[src/rtl/sync_debounce.sv]
// sync_debounce: multi-channel input conditioner.
// Each channel is synchronised through a STAGES-deep flop chain and then
// debounced. The filtered level only changes after the synchronised input
// has disagreed with it for FILTER_CYCLES+1 consecutive cycles. Level changes
// raise one-cycle rise/fall pulses and set bits in a sticky event mask that
// a consumer clears with evt_valid/evt_ready.

module sync_debounce #(
    parameter int               WIDTH         = 4,
    parameter int               STAGES        = 2,
    parameter int               FILTER_CYCLES = 3,
    parameter logic [WIDTH-1:0] RESET_VALUE   = '0
) (
    input  logic             clk,
    input  logic             reset,
    input  logic [WIDTH-1:0] async_in,
    output logic [WIDTH-1:0] sync_out,
    output logic [WIDTH-1:0] filt_out,
    output logic [WIDTH-1:0] rise,
    output logic [WIDTH-1:0] fall,
    output logic             evt_valid,
    input  logic             evt_ready,
    output logic [WIDTH-1:0] evt_mask
);

    // Counter must hold the value FILTER_CYCLES; keep at least one bit so
    // the FILTER_CYCLES=0 configuration still has a legal vector.
    localparam int CNT_W = (FILTER_CYCLES < 1) ? 1 : $clog2(FILTER_CYCLES + 1);
    localparam logic [CNT_W-1:0] CNT_MAX = CNT_W'(FILTER_CYCLES);

    // Synchroniser chain, index 0 is the first flop after the async input.
    logic [WIDTH-1:0] sync_r [STAGES];

    // Debounce state.
    logic [CNT_W-1:0] cnt_r     [WIDTH];
    logic [CNT_W-1:0] cnt_nxt_s [WIDTH];
    logic [WIDTH-1:0] filt_r;
    logic [WIDTH-1:0] filt_nxt_s;
    logic [WIDTH-1:0] change_s;

    // Edge pulses and event handshake state.
    logic [WIDTH-1:0] rise_r;
    logic [WIDTH-1:0] fall_r;
    logic [WIDTH-1:0] mask_r;
    logic [WIDTH-1:0] mask_nxt_s;
    logic             valid_r;
    logic             ack_s;

    // Shift each channel through the synchroniser; reset loads the idle level.
    always_ff @(posedge clk) begin
        if (reset) begin
            for (int s = 0; s < STAGES; s++) begin
                sync_r[s] <= RESET_VALUE;
            end
        end else begin
            sync_r[0] <= async_in;
            for (int s = 1; s < STAGES; s++) begin
                sync_r[s] <= sync_r[s-1];
            end
        end
    end

    assign sync_out = sync_r[STAGES-1];

    // Per-channel run-length of disagreement; a matching cycle drops any
    // partial glitch, and a full run commits the new level.
    always_comb begin
        change_s = {WIDTH{1'b0}};
        for (int i = 0; i < WIDTH; i++) begin
            cnt_nxt_s[i] = cnt_r[i];
            if (sync_out[i] == filt_r[i]) begin
                cnt_nxt_s[i] = {CNT_W{1'b0}};
            end else if (cnt_r[i] == CNT_MAX) begin
                cnt_nxt_s[i] = {CNT_W{1'b0}};
                change_s[i]  = 1'b1;
            end else begin
                cnt_nxt_s[i] = cnt_r[i] + CNT_W'(1);
            end
        end
    end

    // A committed change simply flips the filtered bit.
    assign filt_nxt_s = filt_r ^ change_s;

    // Acknowledge drops the old mask, but changes landing on the same edge
    // are OR-ed in afterwards so they are never lost.
    always_comb begin
        ack_s = valid_r & evt_ready;
        if (ack_s) begin
            mask_nxt_s = change_s;
        end else begin
            mask_nxt_s = mask_r | change_s;
        end
    end

    // Debounce counters.
    always_ff @(posedge clk) begin
        if (reset) begin
            for (int i = 0; i < WIDTH; i++) begin
                cnt_r[i] <= {CNT_W{1'b0}};
            end
        end else begin
            for (int i = 0; i < WIDTH; i++) begin
                cnt_r[i] <= cnt_nxt_s[i];
            end
        end
    end

    // Filtered level, edge pulses and event mask all update on the same edge.
    always_ff @(posedge clk) begin
        if (reset) begin
            filt_r  <= RESET_VALUE;
            rise_r  <= {WIDTH{1'b0}};
            fall_r  <= {WIDTH{1'b0}};
            mask_r  <= {WIDTH{1'b0}};
            valid_r <= 1'b0;
        end else begin
            filt_r  <= filt_nxt_s;
            rise_r  <= change_s & filt_nxt_s;
            fall_r  <= change_s & ~filt_nxt_s;
            mask_r  <= mask_nxt_s;
            valid_r <= |mask_nxt_s;
        end
    end

    assign filt_out  = filt_r;
    assign rise      = rise_r;
    assign fall      = fall_r;
    assign evt_mask  = mask_r;
    assign evt_valid = valid_r;

endmodule

[config.mk]
export PLATFORM = sky130hd
export DESIGN_NAME = sync_debounce
export DESIGN_NICKNAME = d
export VERILOG_FILES = /design/src/rtl/sync_debounce.sv
export SDC_FILE = /design/constraint.sdc
export NUM_CORES = 1
export LEC_CHECK = 0
export ABC_AREA = 1
export BUFFER_PORTS_ARGS = -buffer_cell sky130_fd_sc_hd__buf_2
export CAP_MARGIN = 0
export CORE_MARGIN = 2
export CORE_UTILIZATION = 40
export DETAILED_ROUTE_END_ITERATION = 8
export PLACE_DENSITY_LB_ADDON = 0.2
export SKIP_CTS_REPAIR_TIMING = 1
export SLEW_MARGIN = 30
export SYNTH_ARGS = -nofsm -noshare
export SYNTH_HDL_FRONTEND = slang
export SYNTH_SLANG_ARGS = --single-unit
[constraint.sdc]
create_clock -name clk -period 2.1 [get_ports clk]
set_input_delay 0.42 -clock clk [delete_from_list [all_inputs] [get_ports clk]]
set_output_delay 0.42 -clock clk [all_outputs]
set_load 0.01 [all_outputs]
### Yosys cells after proc, flatten, opt, wreduce, memory -nomap -nowiden

Memory sizes are Yosys's and may differ from the RTL's.
Cells that the tools add are included.

| cells by class | value |
|---|---|
| multiplexer cells | 26 |
| equal/unequal tests | 8 |
| $add $sub $neg | 4 |
| bitwise logic cells | 12 |
| reductions and logical operators | 1 |

Operators with widths:

| kind | count |
|---|---|
| $mux W2 | 12 |
| $mux W4 | 3 |
| $mux W1 | 11 |
| $add A2 B1 Y2 const B | 4 |
| $and A4 B4 Y4 | 2 |
| $eq A2 B2 Y1 const B | 4 |
| $or A1 B1 Y1 | 6 |
| $eq A1 B1 Y1 | 4 |
| $not A4 Y4 | 1 |
| $or A4 B4 Y4 | 1 |
| $reduce_or A4 Y1 | 1 |
| $xor A4 B4 Y4 | 1 |
| $and A1 B1 Y1 | 1 |

| storage, ports and cells | value |
|---|---|
| memories kept | 2 |
| bits in registers | 17 |
| input port bits | 7 |
| RAM bits | 16 |
| logic and storage cells | 58 |

Memory list:

| memory | depth | width | read ports | clocked after Yosys merged registers in | write ports | line | source |
|---|---|---|---|---|---|---|---|
| cnt_r | 4 | 2 | 4 | 0 | 4 | 35 | `logic [CNT_W-1:0] cnt_r [WIDTH];` |
| sync_r | 2 | 4 | 2 | 0 | 2 | 32 | `logic [WIDTH-1:0] sync_r [STAGES];` |

### Logic depth before layout (Yosys ltp)

Gate-level depths: netlist (run 1).

| logic depth | value |
|---|---|
| depth in word-level cells | 6 |
| gate-level depth with buffers | 7 |

### Worst setup path after synthesis (run 1)

OpenSTA, ideal clock, no wires.

| path | value |
|---|---|
| kind | register to register |
| start point | register with a tool-made name |
| end point | register valid_r (netlist: evt_valid) |
| period minus slack after synthesis | 0.918 ns |
| buffers on the path | 0 |
| path slack | 1.182 ns |
| data required time | 1.980 ns |
| stages on the path, launching flop included | 8 |
| arrival time | 0.798 ns |
| cells stage by stage | dfxtp_1 inv_1 nand2_1 nand2_1 nand2_1 nand2_1 nor2_1 a21oi_1 |

RTL lines:

| element | line | source |
|---|---|---|
| to (signal assigned) | 122 | `valid_r <= \|mask_nxt_s;` |
| to (decl) | 46 | `logic valid_r;` |

==> metrics.txt, run 1 <==
die area 3330 um^2; CP top delay family flip-flops; DR vias 878; max_cap viols 0; DP Cell Count 185; Leak 0.652 nW; share of cells above drive strength 1 0.269; TritonCTS clock tree yes; post-DP HPWL 1.44 mm; worst vdd ir 0.486 mV; CTS clk-pin slew, worst paths 90 ps; Yosys cell types 15; GR Util All Layers 0.143; Mean Syn Cell Area 8.66 um^2; largest net degree at the start of global routing 23; CTS Sinks 33; drt initial violations 27; max-slew violation total from the final report 0; Core ar. 2760 um^2; setup TNS 0 ps; first-pass GRT wire length 3.49 mm; CTS Buf Count 5; synthesized flop and latch total 33; gr busiest metal met2; port bufs 27; number of placement rows 19; H-tree levels 2; Fmax achieved 758 MHz; HP Class input port to flip-flop; Slew HR 0.746; Final Instance Count excl. Fillers 191; M2 GR Usage 0.224; Fin. Hold Viols 0; Cell Pwr Density 743 nW/um^2; DR vias/cell 4.60; die width 57.7 um; clock tree buffer depth 2; mapped cell area 1150 um^2; CP max stage delay 410 ps; antenna violations before repair 0; vias in the first global route 822; CP Capture Type primary output; Top Ports 28; CP required 1680 ps; FILL cells 292; CP Cell Sequence buf_2; Startpoint Class flip-flop; global routing usage on met3 0.0603; worst path bufs/invs 1; hold slack final 290 ps; cell accounting for the most synthesized area dfxtp_1; Nets 172; Synth top area share 0.573; first-pass iteration count of the detailed router 4; RSZ-0062 raised after global routing false; Worst Max-Slew Pin Slew 381 ps; GR Util met1 0.159; total power 987 uW; Initial Utilization 0.418; maximum fanout along the worst path 5; GPL Wtd Cong 0.693; sequential share of the synthesized area 0.573; Clock Latency Late Sink 330 ps; ant diodes 0; CP max stage cell dfxtp_1; Mapped Nets 144; WL final 1.96 mm; final setup fails 0; Layout area overhead 15.3%; Tmin final 1320 ps; clk_skew 6.59 ps; wire length per cell 10.2 um; dpl ws 737 ps; outcome complete, no violations; synth top area cells dfxtp_1 (57%), inv_1 (7.2%), nor2_1 (5.9%); Final ANT Viol Nets 0; total congestion overflow 0; Synth Warn # 0; Die Y 57.7 um; critical path class flip-flop to primary output; Remaining DRCs 0; critical path arrival 900 ps; post-route clock period utilization 0.629; Root Driver clkbuf_4; Synth Instances 133; worst setup margin 780 ps
-- final timing paths --
check                                  start            to  slack, ps  cells after the start
worst max-delay path               flip-flop   filt_out[3]        780                      1
worst min-delay path             async_in[0]  sync_r[0][0]        290                      3
worst max register to register   cnt_r[3][0]     evt_valid       1090                      5
worst min register to register  sync_r[0][2]  sync_r[0][6]        410                      2
-- logic make-up after synthesis --
| kind of cell | share of synthesized area |
|---|---|
| AND/OR/NAND/NOR | 0.211 |
| buffers and inverters | 0.116 |
| flip-flops | 0.573 |
| AO/OA/AOI/OAI | 0.0565 |
| adder cells (fa/ha/maj) | 0.0434 |
-- final cells by class --
cell class / instances / area [um^2] / share of cell area
inverters: 25 / 93.8 / 0.0706
clock inverters: 1 / 5.00 / 0.00377
repair buffers: 27 / 135 / 0.102
well taps: 31 / 38.8 / 0.0292
multi-input cells: 69 / 358 / 0.269
flip-flops and latches: 33 / 661 / 0.497
clock buffers: 5 / 37.5 / 0.0282
-- synthesized netlist by cell type, drive strengths merged --
| library cell | n |
|---|---|
| nand3 | 4 |
| buf | 6 |
| nand2 | 19 |
| nand4 | 3 |
| nor2 | 18 |
| inv | 25 |
| a21oi | 9 |
| ha | 4 |
| dfxtp | 33 |
| o21ai | 4 |
| nor3 | 8 |
-- tightest hold or removal path, stage by stage --
cell,delay [ps]
buf_2,70
inv_1,30
nor2_1,60
-- metal layers --
layer  up-vias  routed length [um]
met2        25                 891
met4         0                  48
met3         5                 163
met1       385                 851
met5         -                   0
li1        463                   -
-- through the flow --
| stage | cell area, um^2 | utilization |
|---|---|---|
| floorplan | 1150 | - |
| global placement | 1290 | 0.466 |
| detailed placement | 1290 | 0.466 |
| CTS | 1330 | 0.482 |
| global route | 1330 | 0.482 |
| finish | 1330 | 0.482 |
-- power by group --
group,internal [mW],switching (mW),leakage (nW)
Clock,0.116,0.196,0.0269
Combinational,0.0129,0.0220,0.358
Sequential,0.635,0.00499,0.268
-- placed cells by master (no fill, tap or decap) --
master,Yosys,routed
a21oi_1,9,9
buf_2,2,27
clkbuf_4,0,5
clkinv_2,0,1
dfxtp_1,33,33
ha_1,4,4
inv_1,22,22
inv_2,3,3
nand2_1,15,15
nand2_2,4,4
nand3_1,1,1
nand3_2,3,3
nand4_1,3,3
nor2_1,18,18
nor3_1,8,8
o21ai_0,4,4
Power figures use the tool's default switching activity.
==> run 2: changes to the inputs <==
==> constraint.sdc (replaced) <==
create_clock -name clk -period 1.2 [get_ports clk]
set_input_delay 0.24 -clock clk [delete_from_list [all_inputs] [get_ports clk]]
set_output_delay 0.24 -clock clk [all_outputs]
set_load 0.01 [all_outputs]
==> run 2 against run 1 <==
Effect of this change:
- clock power is 120% higher
- die area did not move
- core utilization increased by 1.3 points
- combinational power increased by 81%
- highest routed layer unchanged
- total power rose by 89%
==> metrics.txt, run 2 (same netlist as run 1, synthesis figures left out) <==
critical path class flip-flop to primary output; first-pass iteration count of the detailed router 3; Gate power share 0.034; ant diodes 0; number of placement rows 19; first-pass GRT wire length 3.05 mm; drt initial violations 11; maximum fanout along the worst path 5; Net Sw Power 391 uW; Die Y 57.7 um; Clock Latency Late Sink 320 ps; critical path arrival 900 ps; Initial Utilization 0.418; CP required 960 ps; CP max stage delay 420 ps; antenna violations before repair 0; clock tree buffer depth 2; r2r setup slk 200 ps; commonest non-fill, non-tap cells in the layout dfxtp_1 (33), buf_2 (27), inv_1 (22), nor2_1 (18), nand2_1 (15); Leak 0.672 nW; Top Ports 28; GR Util met1 0.126; HP Class input port to flip-flop; CP top delay family flip-flops; post-route clock period utilization 0.947; Slew HR 0.819; H-tree levels 2; TritonCTS clock tree yes; WL final 1.85 mm; Fmax achieved 880 MHz; DR vias 883; CTS clk-pin slew, worst paths 100 ps; final setup fails 0; CP max stage cell dfxtp_1; die area 3330 um^2; Startpoint Class flip-flop; post-DP HPWL 1.40 mm; most common cell after layout, fill and taps aside dfxtp_1; GPL Wtd Cong 0.725; die width 57.7 um; Core ar. 2760 um^2; Reg power frac 0.600; clk_skew 8.04 ps; internal power 1.48 mW; Final Instance Count excl. Fillers 194; Tmin final 1140 ps; Nets 173; DR vias/cell 4.55; max_cap viols 0; setup TNS 0 ps; M2 GR Usage 0.209; Cell Pwr Density 1370 nW/um^2; Net Sw Frac 0.210; largest net degree at the start of global routing 22; RSZ-0062 raised after global routing false; Layout area overhead 18.3%; max-slew violation total from the final report 0; Fin. Hold Viols 0; CP Cell Sequence buf_2; Worst Max-Slew Pin Slew 271 ps; share of cells above drive strength 1 0.282; port bufs 27; outcome complete, no violations; vias in the first global route 790; clock power share 0.366; gr busiest metal met2; Remaining DRCs 0; FILL cells 277; worst path bufs/invs 1; CP Capture Type primary output; Final ANT Viol Nets 0; Root Driver clkbuf_4; wire length per cell 9.54 um; total congestion overflow 0; GR Util All Layers 0.125; CTS Buf Count 5; CTS Sinks 33; DP Cell Count 186; worst vdd ir 0.968 mV; global routing usage on met3 0.0536
==> run 2: changes by cell type in the layout (fill, tap and decap cells not counted), sizes merged <==
| cell | change |
|---|---|
| buf | +1 |
| clkbuf | +2 |
==> run 2: layout make-up <==
cell class / count / area (um^2) / area share
Inverter: 25 / 93.8 / 0.0688
Clock buffer: 7 / 65.1 / 0.0477
Sequential cell: 33 / 661 / 0.484
Timing Repair Buffer: 28 / 143 / 0.105
Clock inverter: 1 / 5.00 / 0.00367
Tap cell: 31 / 38.8 / 0.0284
Multi-Input combinational cell: 69 / 358 / 0.262
==> run 2: layer usage <==
| layer | vias to the layer above | share of wire |
|---|---|---|
| li1 | 469 | - |
| met1 | 389 | 0.43 |
| met2 | 21 | 0.48 |
| met3 | 4 | 0.060 |
| met4 | 0 | 0.023 |
| met5 | - | 0 |
==> run 2: power groups by stage <==
stage / clock network [mW] / registers [mW] / logic (mW)
2_1_floorplan: 0 / 1.14 / 0.0478
3_3_place_gp: 0 / 1.14 / 0.0622
3_5_place_dp: 0 / 1.15 / 0.0644
4_1_cts: 0.719 / 1.12 / 0.0645
5_1_grt: 0.767 / 1.12 / 0.0736
6_report: 0.684 / 1.12 / 0.0632
==> run 2: final timing paths <==
check / startpoint / endpoint / cells after the start
max: flip-flop / filt_out[3] / 1
min: async_in[0] / sync_r[0][0] / 3
max reg2reg: cnt_r[3][0] / evt_valid / 5
min reg2reg: sync_r[0][1] / sync_r[0][5] / 2
==> run 2: through the flow <==
step           utilization  setup WS [ps]  hold slack [ps]  area (um^2)  total power [mW]
2_1_floorplan            -            282              317         1150              1.19
3_3_place_gp         0.469            250              401         1290              1.21
3_5_place_dp         0.469            208              400         1290              1.21
4_1_cts              0.495           52.6             90.4         1360              1.90
5_1_grt              0.495           7.22             91.9         1360              1.96
6_report             0.495           63.9              109         1360              1.87
==> run 3: changes to the inputs <==
--- a/config.mk
+++ b/config.mk
@@ -9,11 +9,11 @@
 export BUFFER_PORTS_ARGS = -buffer_cell sky130_fd_sc_hd__buf_2
 export CAP_MARGIN = 0
 export CORE_MARGIN = 2
-export CORE_UTILIZATION = 40
+export CORE_UTILIZATION = 35
 export DETAILED_ROUTE_END_ITERATION = 8
 export PLACE_DENSITY_LB_ADDON = 0.2
 export SKIP_CTS_REPAIR_TIMING = 1
-export SLEW_MARGIN = 30
+export SLEW_MARGIN = 15
 export SYNTH_ARGS = -nofsm -noshare
 export SYNTH_HDL_FRONTEND = slang
 export SYNTH_SLANG_ARGS = --single-unit
==> run 3 against run 2 <==
Effect of this change:
- critical path depth is the same
- maximum frequency grew 1.8%
- global-route usage decreased by 0.83 points
- sequential share of layout area rose by 0.14 points
- final cell count increased by 6.7%
- sequential power barely moved
- combinational power about the same
- clock skew barely moved
- sequential cell count unchanged
- routed wire length is 1.8% higher
- non-clock buffer count unchanged
- worst setup slack better by 20 ps
- critical path type unchanged
- critical endpoint is now filt_out[2]
- largest power group unchanged
- highest routed layer unchanged
==> metrics.txt, run 3 (same netlist as run 1, synthesis figures left out) <==
R2R Path Start cnt_r[3][0]; r2r setup slk 200 ps; Gate power share 0.036; CP Depth 1; max-slew violation total from the final report 0; Reg power frac 0.636; Net Sw Power 401 uW; port bufs 27; CP max stage cell dfxtp_1; hold slack final 103 ps; maximum fanout along the worst path 4; CP Capture Type primary output; worst path bufs/invs 1; GPL Wtd Cong 0.749; Placed Area 1310 um^2; outcome complete, no violations; worst vdd ir 0.658 mV; antenna violations before repair 0; CP endpoint filt_out[2]; DR vias 876; post-route clock period utilization 0.930; DP Cell Count 199; internal power 1.36 mW; wire length per cell 9.10 um; worst r2r dst evt_valid; CP top delay family flip-flops; CP required 960 ps; clock power share 0.328; CP max stage delay 400 ps; ant diodes 0; total congestion overflow 0; Net Sw Frac 0.228; final setup fails 0; clk_skew 7.63 ps; H-tree levels 2; Fmax achieved 896 MHz; Slew HR 0.819; critical path class flip-flop to primary output; die area 3770 um^2; max_cap viols 0; Final ANT Viol Nets 0; WL final 1.88 mm; RSZ-0062 raised after global routing false; Root Driver clkbuf_4; Worst Max-Slew Pin Slew 272 ps; CTS Buf Count 5; worst setup margin 83.5 ps; HP Class input port to flip-flop; first-pass GRT wire length 3.06 mm; Tmin final 1120 ps; GR Util All Layers 0.116; most common cell after layout, fill and taps aside dfxtp_1; Remaining DRCs 0; Layout area overhead 18.2%; Top Ports 28; drt initial violations 46; Initial Utilization 0.371; DR vias/cell 4.23; total power 1.76 mW; Worst Reg2Reg Path Length in Cells 5; Fin. Hold Viols 0; Startpoint Class flip-flop; number of placement rows 20; Final Instance Count excl. Fillers 207; TritonCTS clock tree yes; vias in the first global route 740; share of cells above drive strength 1 0.282; die width 61.4 um; critical path arrival 880 ps; setup TNS 0 ps; Final Util 0.439; Core ar. 3100 um^2; commonest non-fill, non-tap cells in the layout dfxtp_1 (32), buf_2 (27), inv_1 (22), nor2_1 (18), nand2_1 (15); Clock Latency Late Sink 330 ps; post-DP HPWL 1.40 mm; Nets 173; Die Y 61.4 um; Final Instance Area 1360 um^2; CTS Sinks 33; clock tree buffer depth 2; CTS clk-pin slew, worst paths 100 ps; largest net degree at the start of global routing 22; Leak 0.663 nW; dpl ws 218 ps; Cell Pwr Density 1290 nW/um^2; CP Cell Sequence buf_2; first-pass iteration count of the detailed router 4
[run 3: cell type report]
cell class / count / area [um^2]
fill: 344 / 1740
sequential: 33 / 662
multi-input combinational: 69 / 358
timing repair buffer: 28 / 143
inverter: 25 / 93.8
tap: 44 / 55.1
clock buffer: 6 / 41.3
clock inverter: 2 / 10.0
[run 3: worst min path at each step]
stage,startpoint,endpoint,slack [ps],cells after the start
3_3_place_gp,sync_r[0][1],sync_r[0][5],400,2
6_report,async_in[3],sync_r[0][3],100,3
5_1_grt,async_in[3],sync_r[0][3],80,3
2_1_floorplan,reset,fall[0],320,1
4_1_cts,async_in[3],sync_r[0][3],90,3
3_5_place_dp,sync_r[0][1],sync_r[0][5],390,2
[run 3: layer usage]
metal | part of all wire | global-route usage
met1 | 0.46 | 0.138
met2 | 0.44 | 0.173
met3 | 0.084 | 0.0567
met4 | 0.014 | 0.0638
met5 | 0 | 0
[run 3: power by group through the flow]
stage	clock network, mW	registers (mW)	logic (mW)
after detailed placement	0	1.15	0.0641
after floorplan	0	1.14	0.0478
final	0.577	1.12	0.0635
after global placement	0	1.14	0.0630
after CTS	0.605	1.12	0.0647
after global routing	0.669	1.12	0.0739
